<file path="src/rtl/csi_packet_rx.sv">
// CSI-2 packet layer: parses headers from the aligned lane word stream, tracks FS/FE,
// and streams long-packet payload out through a first-word-fall-through FIFO as AXI-stream.
module csi_packet_rx #(
  parameter int         N_LANES         = 2,
  parameter int         FIFO_DEPTH      = 16,
  parameter logic [1:0] VIRTUAL_CHANNEL = 2'd0
) (
  input  logic                 clk,
  input  logic                 reset,
  input  logic [N_LANES*8-1:0] word_in,
  input  logic                 word_valid,
  output logic                 m_axis_tvalid,
  output logic [N_LANES*8-1:0] m_axis_tdata,
  output logic [N_LANES-1:0]   m_axis_tkeep,
  output logic                 m_axis_tlast,
  output logic                 m_axis_tuser,
  input  logic                 m_axis_tready,
  output logic                 frame_active,
  output logic [15:0]          line_count,
  output logic                 overflow,
  output logic                 truncated
);
  localparam int W         = N_LANES * 8;
  localparam int HDR_BEATS = 4 / N_LANES;
  localparam int AW        = $clog2(FIFO_DEPTH);
  localparam int CW        = AW + 1;
  localparam int EW        = W + N_LANES + 2;

  typedef enum logic [1:0] {HDR, PAYLOAD, WAIT_EOT} state_t;

  state_t        state_q, state_d;
  logic [1:0]    hdr_cnt_q, hdr_cnt_d;
  logic [31:0]   hdr_q, hdr_d, hdr_full;
  logic [15:0]   rem_q, rem_d;
  logic          sof_q, sof_d;
  logic          active_d, trunc_d;
  logic [15:0]   line_d;
  logic [5:0]    dt;
  logic [15:0]   wc;

  logic               wr_d, wr_last_d, wr_user_d;
  logic [N_LANES-1:0] wr_keep_d;
  logic               wr_q;
  logic [EW-1:0]      wr_entry_q;

  // Header as it looks including the beat on the wire this cycle.
  always_comb begin
    hdr_full = hdr_q;
    for (int b = 0; b < HDR_BEATS; b++)
      if (hdr_cnt_q == 2'(b)) hdr_full[b*W +: W] = word_in;
  end

  assign dt = hdr_full[5:0];
  assign wc = hdr_full[23:8];

  always_comb begin
    state_d   = state_q;
    hdr_cnt_d = hdr_cnt_q;
    hdr_d     = hdr_q;
    rem_d     = rem_q;
    sof_d     = sof_q;
    active_d  = frame_active;
    line_d    = line_count;
    trunc_d   = truncated;
    wr_d      = 1'b0;
    wr_keep_d = '1;
    wr_last_d = 1'b0;
    wr_user_d = 1'b0;
    case (state_q)
      HDR: begin
        if (!word_valid) begin
          hdr_cnt_d = 2'd0;
        end else if (hdr_cnt_q == 2'(HDR_BEATS - 1)) begin
          hdr_cnt_d = 2'd0;
          state_d   = WAIT_EOT;
          if (hdr_full[7:6] == VIRTUAL_CHANNEL) begin
            if (dt == 6'h00) begin
              active_d = 1'b1;
              line_d   = 16'd0;
              sof_d    = 1'b1;
            end else if (dt == 6'h01) begin
              active_d = 1'b0;
            end else if (dt >= 6'h10) begin
              if (wc == 16'd0) begin
                line_d = line_count + 16'd1;
              end else begin
                rem_d   = wc;
                state_d = PAYLOAD;
              end
            end
          end
        end else begin
          hdr_cnt_d = hdr_cnt_q + 2'd1;
          hdr_d     = hdr_full;
        end
      end
      PAYLOAD: begin
        wr_d = 1'b1;
        if (!word_valid) begin
          // Burst died early: close the line downstream with an empty tlast beat.
          trunc_d   = 1'b1;
          wr_keep_d = '0;
          wr_last_d = 1'b1;
          state_d   = HDR;
        end else begin
          wr_user_d = sof_q;
          sof_d     = 1'b0;
          if (rem_q <= 16'(N_LANES)) begin
            wr_last_d = 1'b1;
            for (int k = 0; k < N_LANES; k++) wr_keep_d[k] = (16'(k) < rem_q);
            rem_d   = 16'd0;
            line_d  = line_count + 16'd1;
            state_d = WAIT_EOT;
          end else begin
            rem_d = rem_q - 16'(N_LANES);
          end
        end
      end
      WAIT_EOT: if (!word_valid) state_d = HDR;
      default:  state_d = HDR;
    endcase
  end

  always_ff @(posedge clk) begin
    if (reset) begin
      state_q      <= HDR;
      hdr_cnt_q    <= 2'd0;
      hdr_q        <= 32'd0;
      rem_q        <= 16'd0;
      sof_q        <= 1'b0;
      frame_active <= 1'b0;
      line_count   <= 16'd0;
      truncated    <= 1'b0;
      wr_q         <= 1'b0;
      wr_entry_q   <= '0;
    end else begin
      state_q      <= state_d;
      hdr_cnt_q    <= hdr_cnt_d;
      hdr_q        <= hdr_d;
      rem_q        <= rem_d;
      sof_q        <= sof_d;
      frame_active <= active_d;
      line_count   <= line_d;
      truncated    <= trunc_d;
      wr_q         <= wr_d;
      wr_entry_q   <= {wr_user_d, wr_last_d, wr_keep_d, word_in};
    end
  end

  // Output FIFO; count is kept apart from the wrapping pointers.
  logic [EW-1:0] mem [FIFO_DEPTH];
  logic [AW-1:0] wr_ptr, rd_ptr;
  logic [CW-1:0] count_q;
  logic          pop, accept;

  assign m_axis_tvalid = (count_q != '0);
  assign pop           = m_axis_tvalid && m_axis_tready;
  assign accept        = wr_q && ((count_q < CW'(FIFO_DEPTH)) || pop);
  assign {m_axis_tuser, m_axis_tlast, m_axis_tkeep, m_axis_tdata} = mem[rd_ptr];

  always_ff @(posedge clk) begin
    if (reset) begin
      wr_ptr   <= '0;
      rd_ptr   <= '0;
      count_q  <= '0;
      overflow <= 1'b0;
      for (int i = 0; i < FIFO_DEPTH; i++) mem[i] <= '0;
    end else begin
      if (accept) begin
        mem[wr_ptr] <= wr_entry_q;
        wr_ptr      <= wr_ptr + 1'b1;
      end
      if (pop) rd_ptr <= rd_ptr + 1'b1;
      case ({accept, pop})
        2'b10:   count_q <= count_q + 1'b1;
        2'b01:   count_q <= count_q - 1'b1;
        default: count_q <= count_q;
      endcase
      if (wr_q && !accept) overflow <= 1'b1;
    end
  end
endmodule

</file>
<file path="config.mk">
export PLATFORM = sky130hd
export DESIGN_NAME = csi_packet_rx
export DESIGN_NICKNAME = d
export VERILOG_FILES = /design/src/rtl/csi_packet_rx.sv
export SDC_FILE = /design/constraint.sdc
export NUM_CORES = 1
export LEC_CHECK = 0
export BUFFER_PORTS_ARGS = -buffer_cell sky130_fd_sc_hd__buf_4
export CORE_MARGIN = 2
export CORE_UTILIZATION = 55
export DETAILED_ROUTE_END_ITERATION = 8
export PLACE_DENSITY = 0.83
export SLEW_MARGIN = 20
export SYNTH_ARGS = -nofsm -noshare
export SYNTH_HDL_FRONTEND = slang
export SYNTH_SLANG_ARGS = --single-unit
</file>
<file path="constraint.sdc">
create_clock -name clk -period 2.8 [get_ports clk]
set_input_delay 0.28 -clock clk [delete_from_list [all_inputs] [get_ports clk]]
set_output_delay 0.28 -clock clk [all_outputs]
set_load 0.01 [all_outputs]
</file>
==> reports/metrics.cfg, run 1 <==
[finish]
drive_gt1_share_pct=23.1
multi_input_area_mm2=0.00752
final_cell_mix=and2_1 (322), edfxtp_1 (320), buf_4 (127), mux4_2 (100), dfxtp_1 (99)
areaGrowthSynthToFinish_pct=14.9
insertedDiodeCount=0
nets=1580
seqCellArea_mm2=0.0117
fillers=2487
fin_util_pct=63.7
final_common_cell=and2_1
final_area_mm2=0.0226

[global_route]
antenna_found_initial=1
overflow=0
grt_pass1_vias=12700
grt_usage_pct=27.4
grt_max_degree=84
grt_pass1_wl_um=75500

[synth]
synth-edff-count=320
ys_ff_latch=422
yosysTopAreaCellShare_pct=48.9
syn_nets=1496
ys_seq_area_share_pct=59.3
synth_top_flop_cell=edfxtp_1
synth_top_area_cell=edfxtp_1
synthArstFlopShare_pct=0
netlist_instances=1463
yosys_warnings=0
syn_area_mm2=0.0196
ys_top_cells_by_area=edfxtp_1 (49%), mux4_2 (11%), dfxtp_1 (10%)
ys_types=69
synth_area_per_cell_um2=13.4

[power]
p_int_mw=10.5
powerDensity_mw_per_mm2=599
switchingPower_mw=3.03
seqPwrFrac_pct=52.1
p_leak_nw=8.23
swShare_pct=22.5
power_frac_clock_pct=42.0
ir_drop_v=0.000490
power_frac_comb_pct=5.9
p_total_mw=13.5

[routing]
wl_per_cell_um=24.5
drtIter0Drc=1455
finalWirelength_um=50000
ant_nets=0
num_vias=12700
dr.pass1.iters=5
post-route-drc-count=0
vias_per_cell=6.23

[clock_network]
cts.path.max_buffers=3
cts_tree=built
root_buffer=clkbuf_16
numCtsBuffers=43
clock-sinks=422
clk_pin_slew_ns=0.06
clk_latency_ns=0.55
cts_htree_levels=2

[worst_setup_path]
crit_top_cell=mux4_2
crit_fanout=12
critPathLaunchType=flip-flop
rrSetupSlack_ns=0.18
timing.rr.start=hdr_cnt_q[0]$_SDFFE_PP0P_
worstPathRequired_ns=2.52
critical-path-top-delay-family=multiplexers
crit_type=flip-flop to primary output
max_stage_delay_ns=0.51
cp.depth=5
cp.arrival_ns=2.51
worstSetupEndpoint=m_axis_tdata[14]
cp.buffers_inverters=3
r2r_cells=7
worstPathCellList=buf_12 > clkbuf_16 > mux4_2 > mux4_2 > buf_6
cp-end-kind=primary output
r2r_end=line_count[6]$_SDFFE_PP0P_
cp_slowest_cell=mux4_2

[floorplan]
ioPinCount=60
die_w_um=193
fp.coreArea_mm2=0.0354
die-area_mm2=0.0372
row_count=69
dieHeight_um=193
start_util_pct=55.5

[timing]
setup_viol=0
clock_skew_ns=0.0232
rsz0062_at_grt=true
hold_violations=0
relSlewSlack_pct=39.2
tightest_slew_ns=0.912
fin_hold_ws_ns=0.0204
fin_crit_sh_pct=99.5
finalMaxSlewViolations=0
min_period_ns=2.79
fmax_mhz=359

[status]
status=completed

[min_path]
worstHoldPathType=input pin to flip-flop
min_path_cells=2

[flow_run]
drv_cap=0

[placement]
place_congestion=0.910
port_buffers=59
place_hpwl_um=31300
post_dp_cell_area_mm2=0.0210

==> Yosys cell counts (all sizes together) (3+ instances only) <==
library cell  count
clkbuf           84
nand2b           19
a21o              5
ha               12
o211ai            4
xnor2             5
o21ai            28
nor3             22
and2            322
o32ai             9
buf              28
nand4            15
dfxtp           102
o31a              4
edfxtp          320
nor2b            29
and3              4
xor2              6
a31oi             3
o31ai             7
mux4            100
or2               8
inv              12
or4               5
or3               7
nor3b             8
o32a              3
nor2             86
a32o              3
nor4              6
a211oi           17
a21oi            39
mux2i            40
nand3            15
a2111oi           3
nand2            62
==> registers in the layout, indices dropped and copies added (netlist names), named ones only <==
signal / cells
count_q: 5
frame_active: 1
hdr_cnt_q: 2
hdr_q: 24
line_count: 16
mem: 320
overflow: 1
rd_ptr: 4
rem_q: 16
sof_q: 1
state_q: 2
truncated: 1
wr_entry_q: 20
wr_ptr: 4
wr_q: 1
==> cell families (layout without fill, tap and decap cells) <==
logic type	count (synthesis)	in the layout	synth area share, %
compound gates	141	141	5.19
xor+xnor	11	11	0.491
fa+ha+maj	13	13	0.867
buf+inv	125	244	2.74
flops	422	422	59.3
mux	140	140	13.5
simple gates	611	611	17.9
==> metal layers <==
layer	share of wire [%]	up-vias	global-route usage (%)	wire [um]
met5	0	-	0	0
met4	4.6	0	12.7	2290
li1	-	5542	-	-
met2	49	708	45.2	24500
met1	37	6326	35.7	18600
met3	9.3	146	4.67	4670
==> power by group through the flow <==
stage / Clock, mW / Combinational [mW] / Sequential [mW]
after floorplan: 0 / 0.506 / 7.10
after global placement: 0 / 0.762 / 7.15
after detailed placement: 0 / 0.775 / 7.17
after CTS: 5.71 / 0.785 / 7.03
after global routing: 5.96 / 0.851 / 7.05
final: 5.67 / 0.801 / 7.04
==> cell type report <==
| class | instances | area share [%] |
|---|---|---|
| clock buffers | 57 | 5.37 |
| clock inverters | 23 | 0.810 |
| inverters | 13 | 0.216 |
| multi-input cells | 916 | 33.3 |
| flip-flops and latches | 422 | 51.7 |
| well taps | 461 | 2.56 |
| repair buffers | 151 | 6.02 |
==> metrics by stage <==
stage	worst slack [ns]	setup TNS, ns	std cells
after floorplan	-0.0116	-1.48	1463
after global placement	0.171	0	1951
after detailed placement	0.123	0	1951
after CTS	-0.0225	-0.0226	2034
after global routing	-0.0356	-0.219	2043
final	0.0138	0	2043
==> how the worst min path moves through the flow <==
stage	from	end
after floorplan	word_in[0]	wr_entry_q[0]$_SDFF_PP0_
after global placement	line_count[15]$_SDFFE_PP0P_	line_count[15]$_SDFFE_PP0P_
after detailed placement	rem_q[11]$_SDFFE_PP0P_	rem_q[11]$_SDFFE_PP0P_
after CTS	word_in[15]	wr_entry_q[15]$_SDFF_PP0_
after global routing	word_in[15]	wr_entry_q[15]$_SDFF_PP0_
final	word_in[15]	wr_entry_q[15]$_SDFF_PP0_
==> what timing repair did <==
| item | 4_1_cts | 5_1_grt |
|---|---|---|
| gates cloned | 0 | 3 |
| endpoints found under the hold margin | 1 | 0 |
| resized for setup | 7 | 4 |
| pin swaps | 0 | 0 |
| endpoints found under the setup margin | 20 | 36 |
| setup buffers | 2 | 6 |
| hold buffers | 1 | 0 |
No activity file was read; power rests on OpenSTA's default activity.
==> inputs of run 2 (changes only) <==
ABC_AREA = 1   (was unset)
CORE_MARGIN = 8   (was 2)
==> run 2 against run 1 <==
Clock power is 4.8% lower. Wire length is 6.3% lower. Synthesized cell count up 37%. Critical endpoint is now m_axis_tdata[8]. Setup slack gained 0.14 ns.
==> reports/metrics.cfg, run 2 <==
[global_route]
grt_usage_pct=22.0  ; -5.4 points
overflow=0  ; unchanged
grt_max_degree=82  ; -2.4%
antenna_found_initial=0  ; -1
grt_pass1_wl_um=73600  ; -2.6%
grt_pass1_vias=14100  ; +11%

[finish]
final_cell_mix=nor2_1 (427), edfxtp_1 (320), nand2_1 (232), inv_1 (196), o21ai_0 (142)
fin_util_pct=62.7  ; -1.1 points
multi_input_area_mm2=0.00638  ; -15%
fillers=2646  ; +6.4%
final_cell_count_no_fill=2532  ; +24%
areaGrowthSynthToFinish_pct=12.1
final_common_cell=nor2_1
drive_gt1_share_pct=10.4  ; -13 points
final_area_mm2=0.0217  ; -3.8%
nets=2076  ; +31%
top_regs=mem (320), hdr_q (24), wr_entry_q (20)
insertedDiodeCount=0  ; unchanged
regMostFlops=mem
largest_reg_flops=320  ; unchanged
seqCellArea_mm2=0.0117  ; about the same

[timing]
hold_violations=0  ; unchanged
tightest_slew_ns=0.917  ; +0.00551 ns
finalMaxSlewViolations=0  ; unchanged
setup_tns_ns=0  ; unchanged
clock_skew_ns=0.0320  ; +0.00881 ns
rsz0062_at_grt=false
fin_hold_ws_ns=0.0203  ; -0.000143 ns
fin_crit_sh_pct=94.5  ; -5.0 points
worst_slack_ns=0.155  ; +0.141 ns
relSlewSlack_pct=38.8  ; -0.43 points
fmax_mhz=378  ; +5.3%
min_period_ns=2.65  ; -0.141 ns
setup_viol=0  ; unchanged

[placement]
place_congestion=0.863  ; -5.1%
port_buffers=59  ; unchanged
post_dp_cell_area_mm2=0.0203  ; -3.2%
place_hpwl_um=29500  ; -5.7%
placed_cells=2444  ; +25%
dp_slack_ns=0.249  ; +0.126 ns

[routing]
post-route-drc-count=0  ; unchanged
finalWirelength_um=46900  ; -6.3%
vias_per_cell=5.74  ; -7.9%
drtIter0Drc=1434  ; -1.4%
ant_nets=0  ; unchanged
dr.pass1.iters=5  ; unchanged
num_vias=14500  ; +14%
wl_per_cell_um=18.5  ; -24%

[synth]
syn_nets=2044  ; +37%
synth.most_common_cell=nor2_1
ys_seq_area_share_pct=60.2  ; +0.83 points
netlist_instances=2011  ; +37%
ys_ff_latch=422  ; unchanged
synth_top_cells_by_count=nor2_1 (427), edfxtp_1 (320), nand2_1 (232)
synth-edff-count=320  ; unchanged
ys_types=39  ; -43%
ys_top_cells_by_area=edfxtp_1 (50%), dfxtp_1 (11%), nor2_1 (8.3%)
synth_top_area_cell=edfxtp_1
synth_top_flop_cell=edfxtp_1
synth_area_per_cell_um2=9.63  ; -28%
synthArstFlopShare_pct=0  ; unchanged
yosysTopAreaCellShare_pct=49.6  ; +0.69 points
syn_area_mm2=0.0194  ; -1.4%
yosys_warnings=0  ; unchanged

[power]
p_total_mw=16.8  ; +24%
powerDensity_mw_per_mm2=774  ; +29%
p_leak_nw=8.37  ; +1.7%
ir_drop_v=0.000614  ; +25%

[clock_network]
cts_tree=built
numCtsBuffers=42  ; -2.3%
clk_latency_ns=0.56  ; about the same
clk_pin_slew_ns=0.06  ; about the same
cts_htree_levels=2  ; unchanged
clock-sinks=422  ; unchanged
cts.path.max_buffers=3  ; unchanged
postCtsSetupBuffers=0  ; -2
root_buffer=clkbuf_16

[floorplan]
start_util_pct=55.9  ; +0.45 points
row_count=68  ; -1.4%
die-area_mm2=0.0415  ; +11%
dieHeight_um=204  ; +5.5%
fp.coreArea_mm2=0.0346  ; -2.2%
ioPinCount=60  ; unchanged
die_w_um=204  ; +5.5%

[min_path]
min_path_cells=3  ; +1
worstHoldPathType=input pin to flip-flop

[flow_run]
drv_cap=0  ; unchanged

[worst_setup_path]
crit_fanout=23  ; +11
worstPathRequired_ns=2.52  ; about the same
r2r_cells=14  ; +7
critPathLaunchType=flip-flop
cp.arrival_ns=2.37  ; -0.14 ns
crit_type=flip-flop to primary output
cp-end-kind=primary output

[status]
status=completed

[run 2: cell count changes after synthesis, moves of 92 or more]
cell,previous run,this run
a21oi_1,39,131
and2_1,322,0
inv_1,12,196
mux4_2,100,0
nand2_1,62,232
nor2_1,86,427
o21ai_0,24,142
[run 2: area by class of cell]
class	instances	area share, %
clock buffer	57	5.15
multi-input combinational	1254	29.4
inverter	202	3.49
tap	455	2.62
clock inverter	21	0.922
timing repair buffer	121	4.69
sequential	422	53.7
[run 2: cell families after synthesis]
group                    Yosys count  share of synthesized area, %
AO/OA/AOI/OAI                    381                          11.2
XOR/XNOR                          17                         0.769
adder cells (fa/ha/maj)           13                         0.879
buffers and inverters            336                          6.91
flip-flops                       422                          60.2
multiplexers                      80                          4.14
AND/OR/NAND/NOR                  762                          15.9
[run 2: timing repair]
item,4_1_cts,5_1_grt
hold buffers,9,0
setup endpoints to repair,0,2
hold endpoints to repair,12,0
resized for setup,0,1
[run 2: path summary, 6_finish.rpt]
| kind | startpoint | end | slack [ns] |
|---|---|---|---|
| worst max-delay path | flip-flop | m_axis_tdata[8] | 0.15 |
| worst min-delay path | word_in[0] | wr_entry_q[0]$_SDFF_PP0_ | 0.02 |
| worst max register to register | hdr_cnt_q[0]$_SDFFE_PP0P_ | rem_q[4]$_SDFFE_PP0P_ | 0.30 |
| worst min register to register | hdr_q[21]$_SDFFE_PP0P_ | hdr_q[21]$_SDFFE_PP0P_ | 0.43 |
[run 2: power by group]
group	total (mW)	internal [mW]	switching (mW)
registers	7.21	7.00	0.209
clock network	5.40	3.02	2.37
logic	4.20	1.57	2.62
total	16.8	11.6	5.21
[run 2: layer usage]
layer	GRT usage, %	part of all wire (%)	vias up
met1	28.1	39	6922
met4	6.53	2.3	0
met5	0	0	-
li1	-	-	6818
met3	3.54	9.0	90
met2	38.1	50	699
[run 2: worst max-delay path, stage by stage (launching register included)]
cell and delay, ns:
dfxtp_2 0.66, inv_2 0.10, buf_4 0.25, o211ai_1 0.32, nand3_1 0.20, nand2_1 0.14, buf_4 0.13
